File: config.mk
export PLATFORM = sky130hd
export DESIGN_NAME = kf_cov_predict_serial
export DESIGN_NICKNAME = d
export VERILOG_FILES = /design/src/rtl/kf_pkg.sv /design/src/rtl/kf_mul_trunc.sv /design/src/rtl/kf_cov_predict_serial.sv
export SDC_FILE = /design/constraint.sdc
export NUM_CORES = 2
export LEC_CHECK = 0
export CORE_ASPECT_RATIO = 1.2
export CORE_UTILIZATION = 52
export DETAILED_ROUTE_END_ITERATION = 6
export PLACE_DENSITY = 0.78
export SYNTH_ARGS = -nofsm -noshare
export SYNTH_HDL_FRONTEND = slang
export SYNTH_SLANG_ARGS = --single-unit
File: constraint.sdc
create_clock -name clk -period 7.8 [get_ports clk]
set_clock_uncertainty 0.1 [all_clocks]
set_input_delay 1.56 -clock clk [delete_from_list [all_inputs] [get_ports clk]]
set_output_delay 1.56 -clock clk [all_outputs]
set_load 0.01 [all_outputs]
File: src/rtl/kf_pkg.sv
// Shared definitions for the Kalman-filter predict datapath: default word format,
// the fixed-point unity constant and the covariance-predict FSM state codes.
package kf_pkg;

  localparam int unsigned KF_N    = 20;
  localparam int unsigned KF_FRAC = 10;
  localparam int          KF_ONE  = 1 << KF_FRAC;

  // Covariance-predict FSM state codes
  localparam logic [2:0] StIdle = 3'd0;
  localparam logic [2:0] StReq  = 3'd1;
  localparam logic [2:0] StWait = 3'd2;
  localparam logic [2:0] StMul0 = 3'd3;
  localparam logic [2:0] StMul1 = 3'd4;
  localparam logic [2:0] StMul2 = 3'd5;
  localparam logic [2:0] StSum  = 3'd6;
  localparam logic [2:0] StDone = 3'd7;

endpackage

File: src/rtl/kf_mul_trunc.sv
// Single shared fixed-point multiplier for the covariance predict. The left operand
// is always dt; the right operand is selected by the current FSM state. The result
// keeps bits [FRAC+N-1:FRAC] of the full 2N-bit signed product.
module kf_mul_trunc
  import kf_pkg::*;
#(
  parameter int unsigned N    = KF_N,
  parameter int unsigned FRAC = KF_FRAC
) (
  input  logic [2:0]          state,
  input  logic signed [N-1:0] dt,
  input  logic signed [N-1:0] p11,
  input  logic signed [N-1:0] s,
  input  logic signed [N-1:0] m0,
  output logic signed [N-1:0] prod
);

  logic signed [N-1:0]   b_op;
  logic signed [2*N-1:0] prod_full;

  // Right-operand select: MUL0 dt*P11, MUL1 dt*(P01+P10), MUL2 dt*m0
  always_comb begin
    b_op = '0;
    unique case (state)
      StMul0:  b_op = p11;
      StMul1:  b_op = s;
      StMul2:  b_op = m0;
      default: b_op = '0;
    endcase
  end

  assign prod_full = $signed({{N{dt[N-1]}}, dt}) * $signed({{N{b_op[N-1]}}, b_op});
  assign prod      = N'(prod_full >>> FRAC);

endmodule

File: src/rtl/kf_cov_predict_serial.sv
// Kalman covariance predict P' = F*P*F^T + Q for a constant-velocity model, with the
// process-noise (Q) generator handshake on the front. One multiplier used serially.
// Optional: define KF_Q_TIMEOUT_EN to bound the wait for q_done and raise q_timeout.
module kf_cov_predict_serial
  import kf_pkg::*;
#(
  parameter int unsigned N         = KF_N,
  parameter int unsigned FRAC      = KF_FRAC,
  parameter int unsigned Q_TIMEOUT = 64
) (
  input  logic                clk,
  input  logic                rst,
  input  logic                start,
  input  logic signed [N-1:0] x00_now,
  input  logic signed [N-1:0] x01_now,
  input  logic signed [N-1:0] P00,
  input  logic signed [N-1:0] P01,
  input  logic signed [N-1:0] P10,
  input  logic signed [N-1:0] P11,
  input  logic signed [N-1:0] dt,
  output logic                busy,
  output logic                q_start,
  output logic signed [N-1:0] q_x00_now,
  output logic signed [N-1:0] q_x01_now,
  output logic signed [N-1:0] q_x00_prev,
  output logic signed [N-1:0] q_x01_prev,
  input  logic                q_done,
  input  logic signed [N-1:0] Q11,
  input  logic signed [N-1:0] Q12,
  input  logic signed [N-1:0] Q21,
  input  logic signed [N-1:0] Q22,
  output logic signed [N-1:0] Pp00,
  output logic signed [N-1:0] Pp01,
  output logic signed [N-1:0] Pp10,
  output logic signed [N-1:0] Pp11,
  output logic                done,
  output logic                q_timeout
);

  logic [2:0]          state_q;
  logic signed [N-1:0] dt_q, p00_q, p01_q, p10_q, p11_q;
  logic signed [N-1:0] prev0_q, prev1_q;
  logic                prev_valid_q;
  logic signed [N-1:0] q11_q, q12_q, q21_q, q22_q;
  logic signed [N-1:0] m0_q, m1_q, m2_q;
  logic signed [N-1:0] s_sum;
  logic signed [N-1:0] mul_p;

`ifdef KF_Q_TIMEOUT_EN
  localparam int unsigned CntW = $clog2(Q_TIMEOUT + 1);
  logic [CntW-1:0] wait_cnt_q;
  logic            q_timeout_q;
  assign q_timeout = q_timeout_q;
`else
  assign q_timeout = 1'b0;
`endif

  assign s_sum   = p01_q + p10_q;
  assign busy    = (state_q != StIdle);
  assign q_start = (state_q == StReq);
  assign done    = (state_q == StDone);

  kf_mul_trunc #(
    .N    (N),
    .FRAC (FRAC)
  ) u_mul (
    .state (state_q),
    .dt    (dt_q),
    .p11   (p11_q),
    .s     (s_sum),
    .m0    (m0_q),
    .prod  (mul_p)
  );

  // FSM, request capture, Q capture and serial multiply/accumulate
  always_ff @(posedge clk) begin
    if (rst) begin
      state_q      <= StIdle;
      dt_q         <= '0;
      p00_q        <= '0;
      p01_q        <= '0;
      p10_q        <= '0;
      p11_q        <= '0;
      prev0_q      <= '0;
      prev1_q      <= '0;
      prev_valid_q <= 1'b0;
      q11_q        <= '0;
      q12_q        <= '0;
      q21_q        <= '0;
      q22_q        <= '0;
      m0_q         <= '0;
      m1_q         <= '0;
      m2_q         <= '0;
      q_x00_now    <= '0;
      q_x01_now    <= '0;
      q_x00_prev   <= '0;
      q_x01_prev   <= '0;
      Pp00         <= '0;
      Pp01         <= '0;
      Pp10         <= '0;
      Pp11         <= '0;
`ifdef KF_Q_TIMEOUT_EN
      wait_cnt_q   <= '0;
      q_timeout_q  <= 1'b0;
`endif
    end else begin
      unique case (state_q)
        StIdle: begin
          if (start) begin
            dt_q         <= dt;
            p00_q        <= P00;
            p01_q        <= P01;
            p10_q        <= P10;
            p11_q        <= P11;
            q_x00_now    <= x00_now;
            q_x01_now    <= x01_now;
            // First frame after reset reports zero motion
            q_x00_prev   <= prev_valid_q ? prev0_q : x00_now;
            q_x01_prev   <= prev_valid_q ? prev1_q : x01_now;
            prev0_q      <= x00_now;
            prev1_q      <= x01_now;
            prev_valid_q <= 1'b1;
            state_q      <= StReq;
          end
        end
        StReq: begin
`ifdef KF_Q_TIMEOUT_EN
          wait_cnt_q <= CntW'(1);
`endif
          state_q <= StWait;
        end
        StWait: begin
          if (q_done) begin
            q11_q   <= Q11;
            q12_q   <= Q12;
            q21_q   <= Q21;
            q22_q   <= Q22;
            state_q <= StMul0;
          end
`ifdef KF_Q_TIMEOUT_EN
          // Give up and reuse the last captured Q
          else if (wait_cnt_q == CntW'(Q_TIMEOUT)) begin
            q_timeout_q <= 1'b1;
            state_q     <= StMul0;
          end else begin
            wait_cnt_q <= wait_cnt_q + CntW'(1);
          end
`endif
        end
        StMul0: begin
          m0_q    <= mul_p;
          state_q <= StMul1;
        end
        StMul1: begin
          m1_q    <= mul_p;
          state_q <= StMul2;
        end
        StMul2: begin
          m2_q    <= mul_p;
          state_q <= StSum;
        end
        StSum: begin
          Pp00    <= p00_q + m1_q + m2_q + q11_q;
          Pp01    <= p01_q + m0_q + q12_q;
          Pp10    <= p10_q + m0_q + q21_q;
          Pp11    <= p11_q + q22_q;
          state_q <= StDone;
        end
        default: state_q <= StIdle;
      endcase
    end
  end

endmodule
==> results_dict.tcl <==
set metrics [dict create \
    final-hold-violation-count 0 \
    tightest_slew_ns 1.13 \
    drive_gt1_share_pct 13.2 \
    avgSynthCellArea_sq_um 8.44 \
    synth-edff-count 0 \
    hpwl_um 75800 \
    max_stage_delay_ns 0.57 \
    reg2reg_from "p01_q[1]" \
    io_pins 388 \
    dr.pass1.iters 7 \
    start_util_pct 52.8 \
    ys_ff_latch 404 \
    setup_ws_ns -0.851 \
    slowest_stage "fa_1" \
    worstPathArrival_ns 9.07 \
    drc_errors 0 \
    fin_util_pct 68.0 \
    power.switching_mw 1.75 \
    min_path_type "reg -> reg" \
    synth_cell_types 74 \
    r2r-end "m1_q[17]" \
    port_buffers 386 \
    dr.first_iter.drc_count 2133 \
    viasPerCell 5.59 \
    slew_violations 0 \
    die-height_um 272 \
    synth_nets 4544 \
    worst-setup-path-type "reg -> reg" \
    grt_setup_unrepaired "true" \
    worstPathMaxFanout 9 \
    reg2reg_slack_ns -0.85 \
    syn-cell-area_sq_um 31600 \
    holdWs_ns 0.350 \
    grt_pass1_vias 28880 \
    start_kind "flop" \
    clk_latency_ns 0.61 \
    p_leak_nw 17.7 \
    globalRouteOverflowTotal 0 \
    cts.path.max_buffers 3 \
    post-place-ws_ns -0.823 \
    critPathLaunch "p01_q[1]" \
    hold_end "Pp10[6]" \
    p_comb_share_pct 21.7 \
    clock-root-buffer "clkbuf_16" \
    ant_nets 0 \
    fin_crit_sh_pct 111 \
    rows 98 \
    vias 28336 \
    fp.dieW_um 227 \
    switching_share_pct 30.2 \
    layout.nets 5036 \
    finalSetupTns_ns -23.45 \
    core_area_sq_um 59800 \
    worstPathRequired_ns 8.22 \
    grtUsageTotal_pct 32.7 \
    power_density_nw_per_um2 142 \
    clock_power_share_pct 38.4 \
    p_int_mw 4.04 \
    max_freq_mhz 116 \
    cap_violations 0 \
    mostFrequentLayoutCell "nand2_1" \
    clk_pin_slew_ns 0.06 \
    die-area_sq_um 61700 \
    layout_min_cycle_time_ns 8.65 \
    peakVddDrop_mv 0.161 \
    worst_setup_path_end_kind "flop" \
    status "finished, violations left" \
    tritoncts "done" \
    ff2ff_path_depth 33 \
    holdPathStages 2 \
    ys.flop_type "dfxtp_1" \
    htreeDepth 2 \
    antenna_found_initial 6 \
    p_seq_share_pct 40.0 \
    violations "negative setup slack" \
    yosysSeqAreaShare_pct 25.6 \
    area_delta_synth_final_pct 28.7 \
    synth_cells 3745 \
    mostFrequentLayoutCells "852 x nand2_1, 412 x inv_1, 393 x dfxtp_1" \
    worstHoldStart "Pp10[6]" \
    gp_congestion 0.975 \
    setup_viol 43 \
    maxSlewHeadroom_pct 24.7 \
    grt_pass1_wl_um 156000 \
    grt_max_degree 198 \
    crit_top_cell "fa_1" \
    wire_per_inst_um 20.1 \
    wirelength_um 102000 \
    postSynth.asyncResetShare_pct 0 \
    yosysWarnings 0 \
    clock_sinks 404 \
    cts_made_buffers 43 \
]
[metal layers]
metal,GRT usage (%),routed length [um]
met5,0,40
met4,17.1,6060
met3,6.93,8620
met2,56.3,50500
met1,38.2,36600
[kinds of logic after synthesis]
family	Yosys count	synth area share [%]
and+or+nand+nor	1298	17.6
AOI/OAI and AO/OA	671	12.6
buffers and inverters	644	7.68
adders and majority gates	575	32.0
DFF	404	25.6
xor gates and xnor gates	107	3.10
muxes	45	1.43
other	1	0.0119
[through the flow]
step / power [mW] / cells / instance area, sq um
6_report: 5.79 / 5072 / 40700
3_5_place_dp: 3.54 / 4967 / 37800
3_3_place_gp: 3.51 / 4967 / 37800
2_1_floorplan: 2.97 / 3745 / 31700
5_1_grt: 6.00 / 5071 / 40700
4_1_cts: 5.77 / 5054 / 40000
[synthesized netlist by cell type (all sizes together) (4+ instances only)]
master,count,area [sq um]
or3,9,56.3
nor2b,40,250
dfxtp,404,8090
a21o,23,173
a21boi,10,75.1
clkbuf,198,743
fa,389,7790
nand3b,19,143
nor3,28,145
a22oi,11,96.3
a22o,5,43.8
or2,11,68.8
a211o,5,43.8
o211ai,6,50.1
nand2b,20,128
inv,433,1630
buf,13,58.8
xnor2,81,709
nor2,151,567
xor2,23,201
o31ai,14,110
o21a,21,158
a21oi,396,1990
and3,9,56.3
a211oi,67,508
mux2i,43,430
ha,186,2330
o21ai,78,409
nand3,31,155
a31oi,6,37.5
and2,84,526
o21bai,4,30.0
nand2,875,3280
[area by class of cell]
class / instances / area, sq um
repair buffers: 658 / 6210
inverters: 433 / 1630
well taps: 800 / 1000
fillers: 4680 / 19200
flip-flops and latches: 404 / 8100
multi-input cells: 2697 / 22200
clock inverters: 15 / 269
diodes: 3 / 7.51
clock buffers: 62 / 1260
[worst max path at each step]
stage	end	cells past startpoint
after CTS	m2_q[19]	34
final	m1_q[17]	33
after global placement	m2_q[19]	37
after global routing	m1_q[17]	33
after floorplan	m2_q[19]	36
after detailed placement	m2_q[19]	36
[power by group through the flow]
| stage | Clock, mW | Sequential [mW] | Combinational [mW] |
|---|---|---|---|
| finish | 2.22 | 2.32 | 1.26 |
| global route | 2.32 | 2.33 | 1.36 |
| CTS | 2.24 | 2.31 | 1.22 |
| detailed placement | 0 | 2.35 | 1.18 |
| global placement | 0 | 2.35 | 1.17 |
| floorplan | 0 | 2.32 | 0.643 |
[timing repair]
item | CTS | global route
gates resized for setup | 111 | 136
buffers inserted | 15 | 20
pin swaps | 48 | 76
hold buffers | 0 | 0
endpoints found under the setup margin | 51 | 51
hold endpoints to repair | 0 | 0
cloned | 2 | 2
[critical path, delay by kind of cell, from the launching register on]
kind	cells	cell delay [ns]
xor gates and xnor gates	2	0.39
DFF	1	0.33
AOI/OAI and AO/OA	7	1.54
adders and majority gates	9	4.18
and+or+nand+nor	7	0.94
buffers and inverters	8	1.06
(Power assumes the default switching activity.)
